===== src/rtl/msxbus_sched.sv =====
// MSX bus cycle scheduler: two requesters share one MSX slot bus (address, strobe, hold, recovery).
// Optional round-robin arbitration with `define MSXBUS_SCHED_RR_EN; otherwise req0 has fixed priority.
module msxbus_sched #(
  parameter int unsigned T_ADDR  = 2,
  parameter int unsigned T_STRB  = 4,
  parameter int unsigned T_IOX   = 2,
  parameter int unsigned WAIT_TO = 255
) (
  input  logic        clk,
  input  logic        reset,
  input  logic        req0,
  input  logic        req1,
  input  logic        rw0,
  input  logic        rw1,
  input  logic        meio0,
  input  logic        meio1,
  input  logic        slt0,
  input  logic        slt1,
  input  logic [15:0] addr0,
  input  logic [15:0] addr1,
  input  logic [7:0]  wdata0,
  input  logic [7:0]  wdata1,
  output logic        ack0,
  output logic        ack1,
  output logic        err,
  output logic [7:0]  rdata,
  output logic [15:0] maddr,
  output logic [7:0]  mdata_o,
  output logic        mdata_oe,
  input  logic [7:0]  mdata_i,
  output logic        mrd,
  output logic        mwr,
  output logic        mmreq,
  output logic        miorq,
  output logic        msltsl1,
  output logic        msltsl2,
  input  logic        mwait,
  output logic        busy
);

  localparam int unsigned SMIN_IO = T_STRB + T_IOX;
  localparam int unsigned CMAX    = (SMIN_IO > T_ADDR) ? SMIN_IO : T_ADDR;
  localparam int unsigned CW      = $clog2(CMAX + 1);
  localparam int unsigned WW      = $clog2(WAIT_TO + 1);

  typedef enum logic [2:0] {IDLE, ADDR, STRB, HOLD, RECOV} state_t;

  state_t        state, state_nxt;
  logic [CW-1:0] cnt, cnt_nxt, smin_m1;
  logic [WW-1:0] wcnt, wcnt_nxt;
  logic          abort_q, abort_nxt;
  logic          gnt_q, gnt_nxt;
  logic          rw_q, rw_nxt, meio_q, meio_nxt, slt_q, slt_nxt;
  logic [15:0]   addr_nxt;
  logic [7:0]    wdata_nxt, rdata_nxt;
  logic          mw_s1, mw_s2;
  logic          take1, active;

`ifdef MSXBUS_SCHED_RR_EN
  logic ptr, ptr_nxt;
  // ptr names the requester favoured on a tie; it flips to the other side on every grant
  assign take1 = req1 & (~req0 | ptr);
`else
  assign take1 = req1 & ~req0;
`endif

  assign smin_m1 = meio_q ? CW'(T_STRB - 1) : CW'(SMIN_IO - 1);
  assign active  = (state_nxt == ADDR) || (state_nxt == STRB);

  always_ff @(posedge clk or negedge reset) begin
    if (!reset) begin
      mw_s1 <= 1'b1;
      mw_s2 <= 1'b1;
    end else begin
      mw_s1 <= mwait;
      mw_s2 <= mw_s1;
    end
  end

  always_ff @(posedge clk or negedge reset) begin
    if (!reset) begin
      state   <= IDLE;
      cnt     <= '0;
      wcnt    <= '0;
      abort_q <= 1'b0;
      gnt_q   <= 1'b0;
      rw_q    <= 1'b0;
      meio_q  <= 1'b0;
      slt_q   <= 1'b0;
`ifdef MSXBUS_SCHED_RR_EN
      ptr     <= 1'b0;
`endif
    end else begin
      state   <= state_nxt;
      cnt     <= cnt_nxt;
      wcnt    <= wcnt_nxt;
      abort_q <= abort_nxt;
      gnt_q   <= gnt_nxt;
      rw_q    <= rw_nxt;
      meio_q  <= meio_nxt;
      slt_q   <= slt_nxt;
`ifdef MSXBUS_SCHED_RR_EN
      ptr     <= ptr_nxt;
`endif
    end
  end

  always_comb begin
    state_nxt = state;
    cnt_nxt   = cnt;
    wcnt_nxt  = wcnt;
    abort_nxt = abort_q;
    gnt_nxt   = gnt_q;
    rw_nxt    = rw_q;
    meio_nxt  = meio_q;
    slt_nxt   = slt_q;
    addr_nxt  = maddr;
    wdata_nxt = mdata_o;
    rdata_nxt = rdata;
`ifdef MSXBUS_SCHED_RR_EN
    ptr_nxt   = ptr;
`endif
    case (state)
      IDLE: begin
        if (req0 || req1) begin
          state_nxt = ADDR;
          cnt_nxt   = '0;
          wcnt_nxt  = '0;
          abort_nxt = 1'b0;
          gnt_nxt   = take1;
          rw_nxt    = take1 ? rw1    : rw0;
          meio_nxt  = take1 ? meio1  : meio0;
          slt_nxt   = take1 ? slt1   : slt0;
          addr_nxt  = take1 ? addr1  : addr0;
          wdata_nxt = take1 ? wdata1 : wdata0;
`ifdef MSXBUS_SCHED_RR_EN
          ptr_nxt   = ~take1;
`endif
        end
      end
      ADDR: begin
        if (cnt == CW'(T_ADDR - 1)) begin
          state_nxt = STRB;
          cnt_nxt   = '0;
        end else begin
          cnt_nxt = cnt + CW'(1);
        end
      end
      STRB: begin
        // cnt stops at the minimum; wcnt then counts extension cycles until mwait or timeout
        if (cnt < smin_m1) begin
          cnt_nxt = cnt + CW'(1);
        end else if (mw_s2 || (wcnt == WW'(WAIT_TO))) begin
          state_nxt = HOLD;
          abort_nxt = ~mw_s2;
          if (!rw_q) rdata_nxt = mdata_i;
        end else begin
          wcnt_nxt = wcnt + WW'(1);
        end
      end
      HOLD:    state_nxt = RECOV;
      RECOV:   state_nxt = IDLE;
      default: state_nxt = IDLE;
    endcase
  end

  // All bus outputs are registered from the next-state decode so strobes never glitch
  always_ff @(posedge clk or negedge reset) begin
    if (!reset) begin
      maddr    <= '0;
      mdata_o  <= '0;
      rdata    <= '0;
      mdata_oe <= 1'b0;
      mrd      <= 1'b1;
      mwr      <= 1'b1;
      mmreq    <= 1'b1;
      miorq    <= 1'b1;
      msltsl1  <= 1'b1;
      msltsl2  <= 1'b1;
      ack0     <= 1'b0;
      ack1     <= 1'b0;
      err      <= 1'b0;
      busy     <= 1'b0;
    end else begin
      maddr    <= addr_nxt;
      mdata_o  <= wdata_nxt;
      rdata    <= rdata_nxt;
      mdata_oe <= rw_nxt && (active || state_nxt == HOLD);
      mrd      <= ~((state_nxt == STRB) && !rw_nxt);
      mwr      <= ~((state_nxt == STRB) && rw_nxt);
      mmreq    <= ~(active && meio_nxt);
      miorq    <= ~(active && !meio_nxt);
      msltsl1  <= ~(active && meio_nxt && slt_nxt);
      msltsl2  <= ~(active && meio_nxt && !slt_nxt);
      ack0     <= (state_nxt == HOLD) && !gnt_nxt;
      ack1     <= (state_nxt == HOLD) && gnt_nxt;
      err      <= (state_nxt == HOLD) && abort_nxt;
      busy     <= (state_nxt != IDLE);
    end
  end

endmodule


===== config.mk =====
export PLATFORM = sky130hd
export DESIGN_NAME = msxbus_sched
export DESIGN_NICKNAME = d
export VERILOG_FILES = /design/src/rtl/msxbus_sched.sv
export SDC_FILE = /design/constraint.sdc
export NUM_CORES = 1
export LEC_CHECK = 0
export CORE_ASPECT_RATIO = 1.5
export CORE_MARGIN = 2
export CORE_UTILIZATION = 50
export CTS_BUF_LIST = sky130_fd_sc_hd__clkbuf_8
export CTS_CLUSTER_DIAMETER = 200
export DETAILED_ROUTE_END_ITERATION = 8
export GPL_TIMING_DRIVEN = 0
export HOLD_SLACK_MARGIN = 0.05
export PLACE_DENSITY = 0.85
export SETUP_SLACK_MARGIN = 0.5
export SYNTH_ARGS = -nofsm -noshare
export SYNTH_HDL_FRONTEND = slang
export SYNTH_SLANG_ARGS = --single-unit

===== constraint.sdc =====
create_clock -name clk -period 3.2 [get_ports clk]
set_clock_uncertainty 0.05 [all_clocks]
set_input_delay 0.64 -clock clk [delete_from_list [all_inputs] [get_ports clk]]
set_output_delay 0.64 -clock clk [all_outputs]
set_load 0.1 [all_outputs]

* Word level (Yosys, flattened, before mapping)
Index checks and enable logic that the tools add are counted.
** Cells by class
- Bitwise operators :: 11
- Eq/ne operators :: 12
- Reductions and logical operators :: 26
- Magnitude comparators :: 1
- Mux-type cells :: 31
- Add/sub/neg operators :: 2
** Operators by type and width (number)
- $mux W8 :: 4
- $mux W3 :: 8
- $mux W16 :: 1
- $pmux W8 S2 :: 1
- $mux W1 :: 14
- $eq A3 B2 Y1 const B :: 4
- $pmux W3 S4 :: 1
- $logic_and A1 B1 Y1 :: 10
- $not A1 Y1 :: 10
- $eq A3 B1 Y1 const B :: 3
- $pmux W3 S3 :: 1
- $add A8 B1 Y8 const B :: 1
- $eq A8 B8 Y1 const B :: 1
- $ne A2 B2 Y1 const B :: 4
- $reduce_and A4 Y1 :: 2
- $reduce_bool A3 Y1 :: 2
- $logic_not A1 Y1 :: 4
- $logic_or A1 B1 Y1 :: 4
- $add A3 B1 Y3 const B :: 1
- $logic_not A3 Y1 :: 1
- $lt A3 B3 Y1 :: 1
- $reduce_and A3 Y1 :: 1
- $pmux W1 S2 :: 1
- $reduce_and A2 Y1 :: 1
- 2 further kinds :: 2
** Word-level totals
- Bits of input ports :: 67
- Output and inout port bits :: 43
- Bits in registers :: 64

* Logic depth before layout (Yosys ltp)
Gate-level depths: netlist of run 1.
- Word-level depth :: 10
- Depth in mapped cells :: 7

* Least setup slack after synthesis of run 1
Ideal clock, no wire load.
- Path kind :: register to register
- From :: register cnt[2]
- To :: register wcnt[0]
- Arrival time :: 1.902 ns
- Setup time :: 0.125 ns
- Required time :: 3.025 ns
- Cell stages (with the launch flop) :: 7
- Path buffers :: 1
- Setup slack :: 1.123 ns
- Path through :: dfrtp_1 > ha_1 > a21oi_1 > a2111o_1 > buf_2 > o21ai_0 > mux2_2
** On the way
- Word-level cells in the longest chain between the ends :: 3
** RTL lines
- start: declaration :: RTL line 49 : logic [CW-1:0] cnt, cnt_nxt, smin_m1;
- start signal: assignment :: RTL line 95 : cnt <= cnt_nxt;
- $lt A3 B3 Y1 :: RTL line 151 : if (cnt < smin_m1) begin
- $ne A2 B2 Y1 (no source line)
- $reduce_and A4 Y1 (no source line)
- end signal: assignment :: RTL line 96 : wcnt <= wcnt_nxt;
- end: declaration :: RTL line 50 : logic [WW-1:0] wcnt, wcnt_nxt;
Every way passes these cells.
A chain may end at the register's enable or synchronous reset.

* Worst setup path after layout of run 1
- From :: register mwr
- To :: output mwr
** RTL lines
- start: declaration :: RTL line 32 : output logic mwr,
- start signal: assignment :: RTL line 190 : mwr <= ~((state_nxt == STRB) && rw_nxt);
No word-level cell between the ends.

==> metrics.txt, run 1 <==
# TYPE chip_impl_metric gauge
chip_impl_metric{name="synthDistinctLibCells",unit=""} 50
chip_impl_metric{name="flow.area_growth_from_synthesis",unit="%"} 45.9
chip_impl_metric{name="synth_seq_area_share",unit="%"} 53.4
chip_impl_metric{name="layout.area.seq",unit="um^2"} 1610
chip_impl_info{name="slowest_stage",value="sky130_fd_sc_hd__clkdlybuf4s50_1"} 1
chip_impl_info{name="cts.root.buffer_cell",value="sky130_fd_sc_hd__clkbuf_8"} 1
chip_impl_metric{name="setup_viol",unit=""} 0
chip_impl_metric{name="peak_supply_drop",unit="V"} 0.000555
chip_impl_metric{name="final_period_minus_worst_setup_slack",unit="ns"} 2.66
chip_impl_metric{name="synth_edf_count",unit=""} 0
chip_impl_metric{name="slew_viol_final",unit=""} 0
chip_impl_metric{name="synth.ff_latch_count",unit=""} 64
chip_impl_info{name="critPathKind",value="register to output pin"} 1
chip_impl_metric{name="insertion_delay",unit="ns"} 0.34
chip_impl_metric{name="final_core_utilization",unit="%"} 75.5
chip_impl_metric{name="synth_nets",unit=""} 347
chip_impl_metric{name="io_buffer_count",unit=""} 108
chip_impl_metric{name="detail-route-antenna-nets",unit=""} 0
chip_impl_metric{name="final_design_area_no_fill",unit="um^2"} 4400
chip_impl_metric{name="drt-initial-drc-count",unit=""} 68
chip_impl_metric{name="cts-root-to-sink-buffers",unit=""} 2
chip_impl_metric{name="die_area",unit="um^2"} 6690
chip_impl_metric{name="clock-sinks",unit=""} 64
chip_impl_metric{name="max_freq",unit="GHz"} 0.376
chip_impl_metric{name="finalHoldViolations",unit=""} 0
chip_impl_metric{name="post_synth_inst_count",unit=""} 275
chip_impl_metric{name="post_dp_area",unit="um^2"} 4200
chip_impl_metric{name="die_width",unit="um"} 67.4
chip_impl_metric{name="final_net_count",unit=""} 467
chip_impl_metric{name="critical_path_peak_fanout",unit=""} 1
chip_impl_metric{name="drv.max_cap_violation_count",unit=""} 0
chip_impl_metric{name="floorplan.core_area",unit="um^2"} 5830
chip_impl_metric{name="slew_headroom",unit="%"} 32.4
chip_impl_metric{name="crit_path_largest_cell_delay",unit="ns"} 1.12
chip_impl_metric{name="critical_path_buf_inv_count",unit=""} 1
chip_impl_info{name="start_kind",value="register"} 1
chip_impl_metric{name="wire_length_of_the_first_global_routing_pass",unit="mm"} 12.3
chip_impl_metric{name="n_antenna_cell",unit=""} 0
chip_impl_metric{name="mean_area_per_synthesized_cell",unit="um^2"} 11.0
chip_impl_metric{name="routedWlPerCell",unit="um"} 16.3
chip_impl_metric{name="warning_count_from_the_yosys_run",unit=""} 0
chip_impl_metric{name="worst-slew-pin-transition",unit="ns"} 1.01
chip_impl_metric{name="finalWeightedCongestion",unit=""} 0.820
chip_impl_metric{name="area_of_the_multi_input_gates",unit="um^2"} 1300
chip_impl_metric{name="dr_total_vias",unit=""} 2611
chip_impl_info{name="cp_cell_sequence",value="clkdlybuf4s50_1"} 1
chip_impl_metric{name="place_hpwl",unit="mm"} 5.85
chip_impl_info{name="hp-class",value="input port to asynchronous set/reset pin"} 1
chip_impl_metric{name="synthesis.area",unit="um^2"} 3020
chip_impl_metric{name="routed_wirelength",unit="mm"} 7.68
chip_impl_info{name="worst_path_top_cell_family_by_delay",value="buffers and inverters"} 1
chip_impl_metric{name="routed_via_density",unit=""} 5.53
chip_impl_info{name="cp-end-kind",value="output pin"} 1
chip_impl_metric{name="grt.overflow.total",unit=""} 0
chip_impl_metric{name="setup_total_negative_slack",unit="ns"} 0
chip_impl_metric{name="worst_ep_arrival_time",unit="ns"} 1.97
chip_impl_metric{name="r2r_slack",unit="ns"} 0.87
chip_impl_metric{name="post_route_cells_drive_above_1_share",unit="%"} 12.5
chip_impl_metric{name="grtUsageTotal",unit="%"} 24.5
chip_impl_metric{name="cts.clk_slew.worst_paths",unit="ns"} 0.07
chip_impl_metric{name="synthArstFlopShare",unit="%"} 100
chip_impl_metric{name="n_fill_cell",unit=""} 420
chip_impl_metric{name="fin_crit_sh",unit="%"} 83.2
chip_impl_info{name="synth-main-ff-cell",value="sky130_fd_sc_hd__dfrtp_1"} 1
chip_impl_info{name="rsz0062_at_grt",value="no"} 1
chip_impl_info{name="cts_tree",value="yes"} 1
chip_impl_metric{name="antenna_found_initial",unit=""} 0
chip_impl_metric{name="grt_max_degree",unit=""} 42
chip_impl_metric{name="grt_pass1_vias",unit=""} 2628
chip_impl_metric{name="post_cts_hold_buffer_count",unit=""} 0
chip_impl_metric{name="required",unit="ns"} 2.51
chip_impl_metric{name="leakagePower",unit="nW"} 1.87
chip_impl_metric{name="die-height",unit="um"} 99.2
chip_impl_metric{name="cts_inserted_buffers",unit=""} 9
chip_impl_metric{name="initial_core_util",unit="%"} 51.8
chip_impl_metric{name="drt-pass1-iter-count",unit=""} 4
chip_impl_metric{name="design.portCount",unit=""} 110
chip_impl_metric{name="pwr_density_cell",unit="nW/um^2"} 1100
chip_impl_metric{name="placementRows",unit=""} 34
chip_impl_metric{name="route.detailed.drc",unit=""} 0
chip_impl_metric{name="cts.htree.levels",unit=""} 3
chip_impl_info{name="run_status",value="completed"} 1
[path summary, 6_finish.rpt]
path                         from   endpoint  depth (start not counted)
min                         reset  maddr[13]                          1
max in group asynchronous   reset    msltsl2                          2
min in group clk            mw_s1      mw_s2                          0
max reg2reg                meio_q    wcnt[0]                          7
max                           mwr        mwr                          1
min reg2reg                 mw_s1      mw_s2                          0
[registers in the layout, summed over array words and instances (netlist names), 3 cells and up]
name     flops
wcnt         8
mdata_o      8
maddr       16
state        3
cnt          3
rdata        8
[layout by cell type (no fill, tap or decap), types with 2 or more instances in the layout]
cell	Yosys	routed
sky130_fd_sc_hd__clkdlybuf4s50_1	0	102
sky130_fd_sc_hd__dfrtp_1	56	56
sky130_fd_sc_hd__nand2_1	35	35
sky130_fd_sc_hd__o21ai_0	32	32
sky130_fd_sc_hd__mux2i_1	27	27
sky130_fd_sc_hd__clkbuf_8	0	12
sky130_fd_sc_hd__mux2_2	10	10
sky130_fd_sc_hd__inv_1	7	9
sky130_fd_sc_hd__buf_2	7	8
sky130_fd_sc_hd__dfstp_2	8	8
sky130_fd_sc_hd__a21oi_1	7	7
sky130_fd_sc_hd__nor2_1	7	7
sky130_fd_sc_hd__nand3_1	6	6
sky130_fd_sc_hd__clkbuf_1	6	6
sky130_fd_sc_hd__nand2b_1	5	5
sky130_fd_sc_hd__ha_1	5	5
sky130_fd_sc_hd__dlymetal6s2s_1	0	5
sky130_fd_sc_hd__a21boi_0	4	4
sky130_fd_sc_hd__nor3_1	3	3
sky130_fd_sc_hd__o31ai_1	3	3
sky130_fd_sc_hd__nor2b_1	3	3
sky130_fd_sc_hd__a22oi_1	3	3
sky130_fd_sc_hd__o41ai_1	3	3
sky130_fd_sc_hd__or4_1	3	3
sky130_fd_sc_hd__nand4_1	2	2
sky130_fd_sc_hd__a31oi_1	2	2
sky130_fd_sc_hd__and2_1	2	2
sky130_fd_sc_hd__o22a_1	2	2
sky130_fd_sc_hd__or2_2	2	2
sky130_fd_sc_hd__nor4_1	2	2
[repair_timing]
action	in CTS	in global routing
setup endpoints to repair	0	5
resized for setup	0	5
buffers inserted	0	0
[cell families after synthesis]
kind of cell | Yosys count | share of synthesized area [%]
and+or+nand+nor | 79 | 14.1
adders and majority gates | 5 | 2.07
muxes | 37 | 12.7
buffers and inverters | 22 | 3.40
xor gates and xnor gates | 1 | 0.290
DFF | 64 | 53.4
AOI/OAI and AO/OA | 67 | 14.1
[cells in the mapped netlist (2+ instances only)]
library cell / number / area (um^2)
sky130_fd_sc_hd__a21boi_0: 4 / 30.0
sky130_fd_sc_hd__a21oi_1: 7 / 35.0
sky130_fd_sc_hd__a22oi_1: 3 / 22.5
sky130_fd_sc_hd__a31oi_1: 2 / 12.5
sky130_fd_sc_hd__and2_1: 2 / 12.5
sky130_fd_sc_hd__buf_2: 7 / 35.0
sky130_fd_sc_hd__clkbuf_1: 6 / 22.5
sky130_fd_sc_hd__dfrtp_1: 56 / 1400
sky130_fd_sc_hd__dfstp_2: 8 / 210
sky130_fd_sc_hd__ha_1: 5 / 62.6
sky130_fd_sc_hd__inv_1: 7 / 26.3
sky130_fd_sc_hd__mux2_2: 10 / 113
sky130_fd_sc_hd__mux2i_1: 27 / 270
sky130_fd_sc_hd__nand2_1: 35 / 131
sky130_fd_sc_hd__nand2b_1: 5 / 31.3
sky130_fd_sc_hd__nand3_1: 6 / 30.0
sky130_fd_sc_hd__nand4_1: 2 / 12.5
sky130_fd_sc_hd__nor2_1: 7 / 26.3
sky130_fd_sc_hd__nor2b_1: 3 / 18.8
sky130_fd_sc_hd__nor3_1: 3 / 15.0
sky130_fd_sc_hd__nor4_1: 2 / 12.5
sky130_fd_sc_hd__o21ai_0: 32 / 160
sky130_fd_sc_hd__o22a_1: 2 / 17.5
sky130_fd_sc_hd__o31ai_1: 3 / 22.5
sky130_fd_sc_hd__o41ai_1: 3 / 26.3
sky130_fd_sc_hd__or2_2: 2 / 12.5
sky130_fd_sc_hd__or4_1: 3 / 22.5
[stage by stage]
stage / cells / worst slack [ns] / hold WS [ns] / total power [mW]
2_1_floorplan: 275 / 1.12 / 0.294 / 3.49
3_3_place_gp: 455 / -0.586 / 0.295 / 4.18
3_5_place_dp: 456 / 0.486 / 0.304 / 4.24
4_1_cts: 472 / 0.501 / 0.244 / 4.88
5_1_grt: 472 / 0.501 / 0.283 / 5.10
6_report: 472 / 0.537 / 0.234 / 4.85
[area by class of cell]
class                   count  area share [%]
plain buffers              15            1.73
clock buffers              12            3.75
clock inverters             4           0.455
inverters                   7           0.597
multi-input cells         189            29.6
flip-flops and latches     64            36.6
well taps                  72            2.05
repair buffers            109            25.2
[power breakdown]
group / switching, mW / internal, mW
Sequential: 0.150 / 1.11
Combinational: 2.20 / 0.759
Clock: 0.295 / 0.338
[layer usage]
| metal | GRT usage [%] | vias to the layer above | part of all wire, % |
|---|---|---|---|
| li1 | - | 1229 | - |
| met2 | 41.3 | 103 | 50 |
| met1 | 27.7 | 1263 | 38 |
| met5 | 0 | - | 0 |
| met4 | 9.89 | 0 | 2.1 |
| met3 | 8.48 | 16 | 10 |
Power figures use the tool's default switching activity.
==> inputs of run 2 (changes only) <==
--- a/config.mk
+++ b/config.mk
@@ -7,13 +7,13 @@
 export LEC_CHECK = 0
 export CORE_ASPECT_RATIO = 1.5
 export CORE_MARGIN = 2
-export CORE_UTILIZATION = 50
+export CORE_UTILIZATION = 46
 export CTS_BUF_LIST = sky130_fd_sc_hd__clkbuf_8
 export CTS_CLUSTER_DIAMETER = 200
 export DETAILED_ROUTE_END_ITERATION = 8
 export GPL_TIMING_DRIVEN = 0
 export HOLD_SLACK_MARGIN = 0.05
-export PLACE_DENSITY = 0.85
+export PLACE_DENSITY = 0.79
 export SETUP_SLACK_MARGIN = 0.5
 export SYNTH_ARGS = -nofsm -noshare
 export SYNTH_HDL_FRONTEND = slang
==> constraint.sdc (replaced) <==
create_clock -name clk -period 2.51 [get_ports clk]
set_clock_uncertainty 0.05 [all_clocks]
set_input_delay 0.502 -clock clk [delete_from_list [all_inputs] [get_ports clk]]
set_output_delay 0.502 -clock clk [all_outputs]
set_load 0.1 [all_outputs]
==> run 2 against run 1 <==
Clock-buffer cell count is 2 lower. Final area is 6.6% higher. Register-to-register slack worse by 0.48 ns. Highest routed layer unchanged. Combinational power is 34% higher. Routed wire length is 9.8% higher. Critical path depth is 4 higher. First-iteration DRC count is 130% higher. Sequential share of layout area is 2.2 points lower. Critical endpoint is now wcnt[7]. Core utilization is 2.7 points lower. Cell count is 3.4% higher.
==> metrics.txt, run 2 (same netlist as run 1, synthesis figures left out) <==
# TYPE chip_impl_metric gauge
chip_impl_info{name="rsz0062_at_grt",value="yes"} 1
chip_impl_metric{name="worst_ep_arrival_time",unit="ns"} 2.35
chip_impl_metric{name="critical_path_peak_fanout",unit=""} 5
chip_impl_metric{name="route.detailed.drc",unit=""} 0
chip_impl_metric{name="routed_wirelength",unit="mm"} 8.44
chip_impl_metric{name="die-height",unit="um"} 103
chip_impl_metric{name="routed_via_density",unit=""} 5.59
chip_impl_metric{name="slew_headroom",unit="%"} 46.3
chip_impl_metric{name="finalHoldViolations",unit=""} 0
chip_impl_metric{name="required",unit="ns"} 2.73
chip_impl_metric{name="fin_crit_sh",unit="%"} 84.6
chip_impl_info{name="largest_register",value="maddr"} 1
chip_impl_metric{name="drt-initial-drc-count",unit=""} 158
chip_impl_metric{name="slew_viol_final",unit=""} 0
chip_impl_info{name="hp-class",value="input port to asynchronous set/reset pin"} 1
chip_impl_metric{name="final_net_count",unit=""} 479
chip_impl_metric{name="placementRows",unit=""} 36
chip_impl_metric{name="finalHoldWorstSlack",unit="ns"} 0.195
chip_impl_metric{name="flow.area_growth_from_synthesis",unit="%"} 55.5
chip_impl_metric{name="design.portCount",unit=""} 110
chip_impl_metric{name="die_area",unit="um^2"} 7240
chip_impl_info{name="cp-end-kind",value="register"} 1
chip_impl_metric{name="antenna_found_initial",unit=""} 0
chip_impl_metric{name="flip_flop_count_of_the_largest_register_after_layout",unit=""} 16
chip_impl_metric{name="cts.htree.levels",unit=""} 3
chip_impl_metric{name="setup_viol",unit=""} 0
chip_impl_metric{name="detail-route-antenna-nets",unit=""} 0
chip_impl_metric{name="cts-root-to-sink-buffers",unit=""} 2
chip_impl_metric{name="worst-slew-pin-transition",unit="ns"} 0.806
chip_impl_info{name="cts_tree",value="yes"} 1
chip_impl_metric{name="floorplan.core_area",unit="um^2"} 6440
chip_impl_metric{name="grtUsageTotal",unit="%"} 23.7
chip_impl_metric{name="n_fill_cell",unit=""} 471
chip_impl_metric{name="routedWlPerCell",unit="um"} 17.3
chip_impl_metric{name="r2r_cells",unit=""} 5
chip_impl_info{name="mostFrequentLayoutCell",value="sky130_fd_sc_hd__clkdlybuf4s50_1"} 1
chip_impl_metric{name="final_period_minus_worst_setup_slack",unit="ns"} 2.12
chip_impl_metric{name="place_hpwl",unit="mm"} 6.06
chip_impl_metric{name="grt_pass1_vias",unit=""} 2724
chip_impl_info{name="start_kind",value="register"} 1
chip_impl_info{name="cts.root.buffer_cell",value="sky130_fd_sc_hd__clkbuf_8"} 1
chip_impl_metric{name="cts_inserted_buffers",unit=""} 9
chip_impl_info{name="run_status",value="completed"} 1
chip_impl_metric{name="final_core_utilization",unit="%"} 72.9
chip_impl_metric{name="wire_length_of_the_first_global_routing_pass",unit="mm"} 13.1
chip_impl_metric{name="crit_path_largest_cell_delay",unit="ns"} 0.53
chip_impl_metric{name="insertion_delay",unit="ns"} 0.34
chip_impl_metric{name="die_width",unit="um"} 70.1
chip_impl_metric{name="n_antenna_cell",unit=""} 0
chip_impl_metric{name="grt_max_degree",unit=""} 65
chip_impl_metric{name="pwr_density_cell",unit="nW/um^2"} 1350
chip_impl_metric{name="clock-sinks",unit=""} 64
chip_impl_metric{name="grt.overflow.total",unit=""} 0
chip_impl_info{name="slowest_stage",value="sky130_fd_sc_hd__or4_1"} 1
chip_impl_metric{name="peak_supply_drop",unit="V"} 0.000957
chip_impl_metric{name="total_power_of_the_final_layout",unit="mW"} 6.34
chip_impl_metric{name="drt-pass1-iter-count",unit=""} 6
chip_impl_metric{name="io_buffer_count",unit=""} 108
chip_impl_info{name="layout_common_cells",value="sky130_fd_sc_hd__clkdlybuf4s50_1, sky130_fd_sc_hd__dfrtp_1, sky130_fd_sc_hd__clkdlybuf4s15_2"} 1
chip_impl_info{name="critPathKind",value="register to register"} 1
chip_impl_metric{name="drv.max_cap_violation_count",unit=""} 0
chip_impl_metric{name="dr_total_vias",unit=""} 2726
chip_impl_metric{name="cts.clk_slew.worst_paths",unit="ns"} 0.07
chip_impl_metric{name="max_freq",unit="GHz"} 0.471
chip_impl_metric{name="initial_core_util",unit="%"} 46.9
chip_impl_metric{name="leakagePower",unit="nW"} 1.97
chip_impl_metric{name="finalWeightedCongestion",unit=""} 0.854
chip_impl_metric{name="post_route_cells_drive_above_1_share",unit="%"} 30.8
chip_impl_info{name="cp_cell_sequence",value="ha_4 > nand3_4 > a2111o_1 > or4_1 > a21boi_2"} 1
## run 2: cell types whose count changed in the layout (fill, tap and decap cells not counted), sizes merged
cell | previous run | this run
clkdlybuf4s50 | 102 | 63
clkinv | 1 | 3
clkdlybuf4s15 | 0 | 43
clkbuf | 18 | 16
buf | 11 | 23
dlymetal6s2s | 5 | 1
## run 2: worst max-delay path: cells and delay by family (launching register included)
kind                       cells  cell delay (ns)
and+or+nand+nor                2             0.60
DFF                            1             0.45
AOI/OAI and AO/OA              2             0.64
adders and majority gates      1             0.31
## run 2: final timing paths
check / startpoint / to / slack, ns
worst max-delay path: meio_q / wcnt[7] / 0.39
worst min-delay path: reset / rdata[1] / 0.19
worst max register to register: meio_q / wcnt[7] / 0.39
worst min register to register: mw_s1 / mw_s2 / 0.32
max in group asynchronous: reset / meio_q / 1.64
min in group clk: mw_s1 / mw_s2 / 0.32
## run 2: power by group
part	switching, mW	leakage (nW)	total [mW]	internal, mW
clock	0.390	0.0944	0.762	0.372
combinational	2.91	1.07	3.96	1.05
sequential	0.208	0.804	1.62	1.42
total	3.50	1.97	6.34	2.84
## run 2: through the flow
stage | cell area (um^2) | TNS [ns] | setup WS, ns | std cells
final | 4690 | 0 | 0.387 | 488
after global routing | 4690 | 0 | 0.324 | 488
after floorplan | 3040 | 0 | 0.497 | 275
after detailed placement | 4210 | -7.30 | -0.286 | 459
after global placement | 4220 | -74.28 | -1.17 | 459
after CTS | 4600 | 0 | 0.424 | 486
## run 2: final cells by class
| type | instances | area (um^2) | area share, % |
|---|---|---|---|
| plain buffers | 15 | 95.1 | 2.03 |
| clock buffers | 10 | 138 | 2.93 |
| clock inverters | 6 | 30.0 | 0.640 |
| inverters | 7 | 26.3 | 0.560 |
| multi-input cells | 189 | 1450 | 30.9 |
| flip-flops and latches | 64 | 1610 | 34.4 |
| well taps | 76 | 95.1 | 2.03 |
| repair buffers | 121 | 1250 | 26.6 |
## run 2: timing repair
action	CTS	global route
setup endpoints to repair	89	44
hold buffers	0	0
buffers inserted	10	2
gates resized for setup	150	21
gates cloned	1	0
pin swaps	9	5
## run 2: per-layer routing
layer  share of wire [%]  track usage (%)
met5                   0                0
met4                 2.2             11.5
met2                  53             41.5
met1                  39             26.7
met3                 6.2             6.88
==> inputs of run 3 (changes only) <==
--- a/config.mk
+++ b/config.mk
@@ -7,13 +7,13 @@
 export LEC_CHECK = 0
 export CORE_ASPECT_RATIO = 1.5
 export CORE_MARGIN = 2
-export CORE_UTILIZATION = 46
+export CORE_UTILIZATION = 42
 export CTS_BUF_LIST = sky130_fd_sc_hd__clkbuf_8
 export CTS_CLUSTER_DIAMETER = 200
 export DETAILED_ROUTE_END_ITERATION = 8
 export GPL_TIMING_DRIVEN = 0
 export HOLD_SLACK_MARGIN = 0.05
-export PLACE_DENSITY = 0.79
+export PLACE_DENSITY = 0.76
 export SETUP_SLACK_MARGIN = 0.5
 export SYNTH_ARGS = -nofsm -noshare
 export SYNTH_HDL_FRONTEND = slang
==> constraint.sdc (replaced) <==
create_clock -name clk -period 1.7 [get_ports clk]
set_clock_uncertainty 0.05 [all_clocks]
set_input_delay 0.34 -clock clk [delete_from_list [all_inputs] [get_ports clk]]
set_output_delay 0.34 -clock clk [all_outputs]
set_load 0.1 [all_outputs]
==> run 3 against run 2 <==
The flow now finishes with violations (setup timing). Critical path depth increased by 1. Critical path type unchanged. Core utilization increased by 11 points. Power increased by 98%. Clock power increased by 72%. Final area increased by 23%. Non-clock buffer count increased by 27. Clock-buffer cell count increased by 2. Global-route usage increased by 0.87 points. First-iteration DRC count increased by 100%. Cell count increased by 6.1%. Die area increased by 9.1%.
==> metrics.txt, run 3 (same netlist as run 1, synthesis figures left out) <==
# TYPE chip_impl_metric gauge
chip_impl_metric{name="setup_total_negative_slack",unit="ns"} -12.40
chip_impl_metric{name="placed_cells",unit=""} 461
chip_impl_metric{name="drt-initial-drc-count",unit=""} 319
chip_impl_metric{name="cts-root-to-sink-buffers",unit=""} 2
chip_impl_metric{name="max_freq",unit="GHz"} 0.455
chip_impl_metric{name="floorplan.core_area",unit="um^2"} 6900
chip_impl_info{name="crit-reg2reg-launch",value="wcnt[0]"} 1
chip_impl_metric{name="final_worst_slack",unit="ns"} -0.497
chip_impl_metric{name="grt_pass1_vias",unit=""} 2836
chip_impl_metric{name="final_net_count",unit=""} 506
chip_impl_metric{name="drv.max_cap_violation_count",unit=""} 0
chip_impl_info{name="cp-end-kind",value="register"} 1
chip_impl_metric{name="die_width",unit="um"} 73.2
chip_impl_info{name="cts_tree",value="yes"} 1
chip_impl_info{name="failing_checks",value="setup timing"} 1
chip_impl_info{name="run_status",value="finished with violations"} 1
chip_impl_metric{name="routed_via_density",unit=""} 5.76
chip_impl_metric{name="grtUsageTotal",unit="%"} 24.6
chip_impl_metric{name="placementRows",unit=""} 37
chip_impl_metric{name="leakagePower",unit="nW"} 2.37
chip_impl_metric{name="flow.area_growth_from_synthesis",unit="%"} 91.0
chip_impl_metric{name="stdcell_count",unit=""} 518
chip_impl_metric{name="final_period_minus_worst_setup_slack",unit="ns"} 2.20
chip_impl_info{name="hp-class",value="input port to asynchronous set/reset pin"} 1
chip_impl_metric{name="worst_ep_arrival_time",unit="ns"} 2.38
chip_impl_metric{name="die_area",unit="um^2"} 7890
chip_impl_metric{name="flip_flop_count_of_the_largest_register_after_layout",unit=""} 16
chip_impl_metric{name="wire_length_of_the_first_global_routing_pass",unit="mm"} 14.6
chip_impl_info{name="start_kind",value="register"} 1
chip_impl_metric{name="route.detailed.drc",unit=""} 0
chip_impl_metric{name="fin_crit_sh",unit="%"} 129
chip_impl_info{name="mostFrequentLayoutCell",value="sky130_fd_sc_hd__clkdlybuf4s50_1"} 1
chip_impl_metric{name="post_route_cells_drive_above_1_share",unit="%"} 53.8
chip_impl_info{name="cts.root.buffer_cell",value="sky130_fd_sc_hd__clkbuf_8"} 1
chip_impl_metric{name="cts_inserted_buffers",unit=""} 9
chip_impl_metric{name="cts.clk_slew.worst_paths",unit="ns"} 0.07
chip_impl_metric{name="grt_max_degree",unit=""} 65
chip_impl_metric{name="post_dp_area",unit="um^2"} 4310
chip_impl_metric{name="initial_core_util",unit="%"} 43.8
chip_impl_metric{name="pwr_density_cell",unit="nW/um^2"} 2180
chip_impl_info{name="rsz0062_at_grt",value="yes"} 1
chip_impl_metric{name="detail-route-antenna-nets",unit=""} 0
chip_impl_metric{name="n_fill_cell",unit=""} 324
chip_impl_metric{name="io_buffer_count",unit=""} 108
chip_impl_metric{name="drt-pass1-iter-count",unit=""} 4
chip_impl_metric{name="required",unit="ns"} 1.88
chip_impl_metric{name="slew_headroom",unit="%"} 45.5
chip_impl_metric{name="setup_viol",unit=""} 57
chip_impl_metric{name="peak_supply_drop",unit="V"} 0.00121
chip_impl_metric{name="r2r_cells",unit=""} 6
chip_impl_metric{name="routed_wirelength",unit="mm"} 12.2
chip_impl_metric{name="dr_total_vias",unit=""} 2985
chip_impl_metric{name="die-height",unit="um"} 108
chip_impl_info{name="timing.critical_path.from",value="wcnt[0]"} 1
chip_impl_info{name="layout_common_cells",value="sky130_fd_sc_hd__clkdlybuf4s50_1, sky130_fd_sc_hd__buf_12, sky130_fd_sc_hd__dfrtp_2"} 1
chip_impl_metric{name="grt.overflow.total",unit=""} 0
chip_impl_info{name="largest_register",value="maddr"} 1
chip_impl_metric{name="final_core_utilization",unit="%"} 83.5
chip_impl_metric{name="clock-sinks",unit=""} 64
chip_impl_metric{name="critical_path_peak_fanout",unit=""} 8
chip_impl_metric{name="worst-slew-pin-transition",unit="ns"} 0.818
chip_impl_metric{name="cts.htree.levels",unit=""} 3
chip_impl_metric{name="r2r_slack",unit="ns"} -0.50
chip_impl_metric{name="slew_viol_final",unit=""} 0
chip_impl_metric{name="design.portCount",unit=""} 110
chip_impl_metric{name="finalHoldWorstSlack",unit="ns"} 0.0245
chip_impl_metric{name="finalHoldViolations",unit=""} 0
chip_impl_metric{name="total_power_of_the_final_layout",unit="mW"} 12.5
chip_impl_info{name="critPathKind",value="register to register"} 1
chip_impl_metric{name="final_design_area_no_fill",unit="um^2"} 5760
chip_impl_metric{name="dp_worst_setup_slack",unit="ns"} -0.831
chip_impl_metric{name="insertion_delay",unit="ns"} 0.36
chip_impl_metric{name="finalWeightedCongestion",unit=""} 0.798
chip_impl_metric{name="antenna_found_initial",unit=""} 1
chip_impl_metric{name="place_hpwl",unit="mm"} 5.85
chip_impl_metric{name="routedWlPerCell",unit="um"} 23.6
## run 3: cell count changes in the layout (fill, tap and decap cells not counted), moves of 9 or more
cell,change
sky130_fd_sc_hd__buf_12,+45
sky130_fd_sc_hd__buf_4,+9
sky130_fd_sc_hd__buf_6,+14
sky130_fd_sc_hd__clkdlybuf4s15_2,-43
sky130_fd_sc_hd__dfrtp_1,-38
sky130_fd_sc_hd__dfrtp_2,+38
sky130_fd_sc_hd__nand2_1,-14
sky130_fd_sc_hd__nand2_2,+13
sky130_fd_sc_hd__o21ai_0,-28
sky130_fd_sc_hd__o21ai_1,+16
sky130_fd_sc_hd__o21ai_2,+9
## run 3: worst paths after layout
kind / to
worst max-delay path: rdata[2]
worst min-delay path: maddr[10]
worst max register to register: rdata[2]
worst min register to register: mw_s2
max in group asynchronous: rdata[4]
min in group clk: mw_s2
## run 3: timing repair
action | CTS | global route
cloned | 1 | 3
gates resized for setup | 434 | 103
pin swaps | 13 | 10
endpoints found under the setup margin | 103 | 105
hold buffers | 0 | 0
setup buffers | 17 | 19
hold endpoints to repair | 0 | 0
## run 3: critical path: stages (launching register included)
cell and delay [ns]:
sky130_fd_sc_hd__dfrtp_1 0.43, sky130_fd_sc_hd__ha_1 0.33, sky130_fd_sc_hd__nand3_1 0.28, sky130_fd_sc_hd__o21ai_4 0.25
sky130_fd_sc_hd__nor3b_4 0.27, sky130_fd_sc_hd__buf_12 0.17, sky130_fd_sc_hd__mux2_4 0.30
## run 3: final cells by class
class	instances	area, um^2	share of cell area, %
diodes	1	2.50	0.0434
plain buffers	15	139	2.41
clock buffers	12	165	2.87
clock inverters	4	27.5	0.478
inverters	7	26.3	0.456
multi-input cells	189	1680	29.2
flip-flops and latches	64	1680	29.2
well taps	78	97.6	1.69
repair buffers	148	1940	33.6
## run 3: power by group
part	internal [mW]	total [mW]	switching, mW
Clock	0.646	1.31	0.662
Sequential	2.20	2.82	0.620
Combinational	3.44	8.41	4.97
## run 3: per-layer routing
metal | global-route usage [%] | vias to the layer above | part of all wire (%)
met5 | 0 | - | 0
li1 | - | 1310 | -
met1 | 28.9 | 1491 | 38
met2 | 40.9 | 160 | 52
met3 | 5.34 | 24 | 7.8
met4 | 13.2 | 0 | 2.3
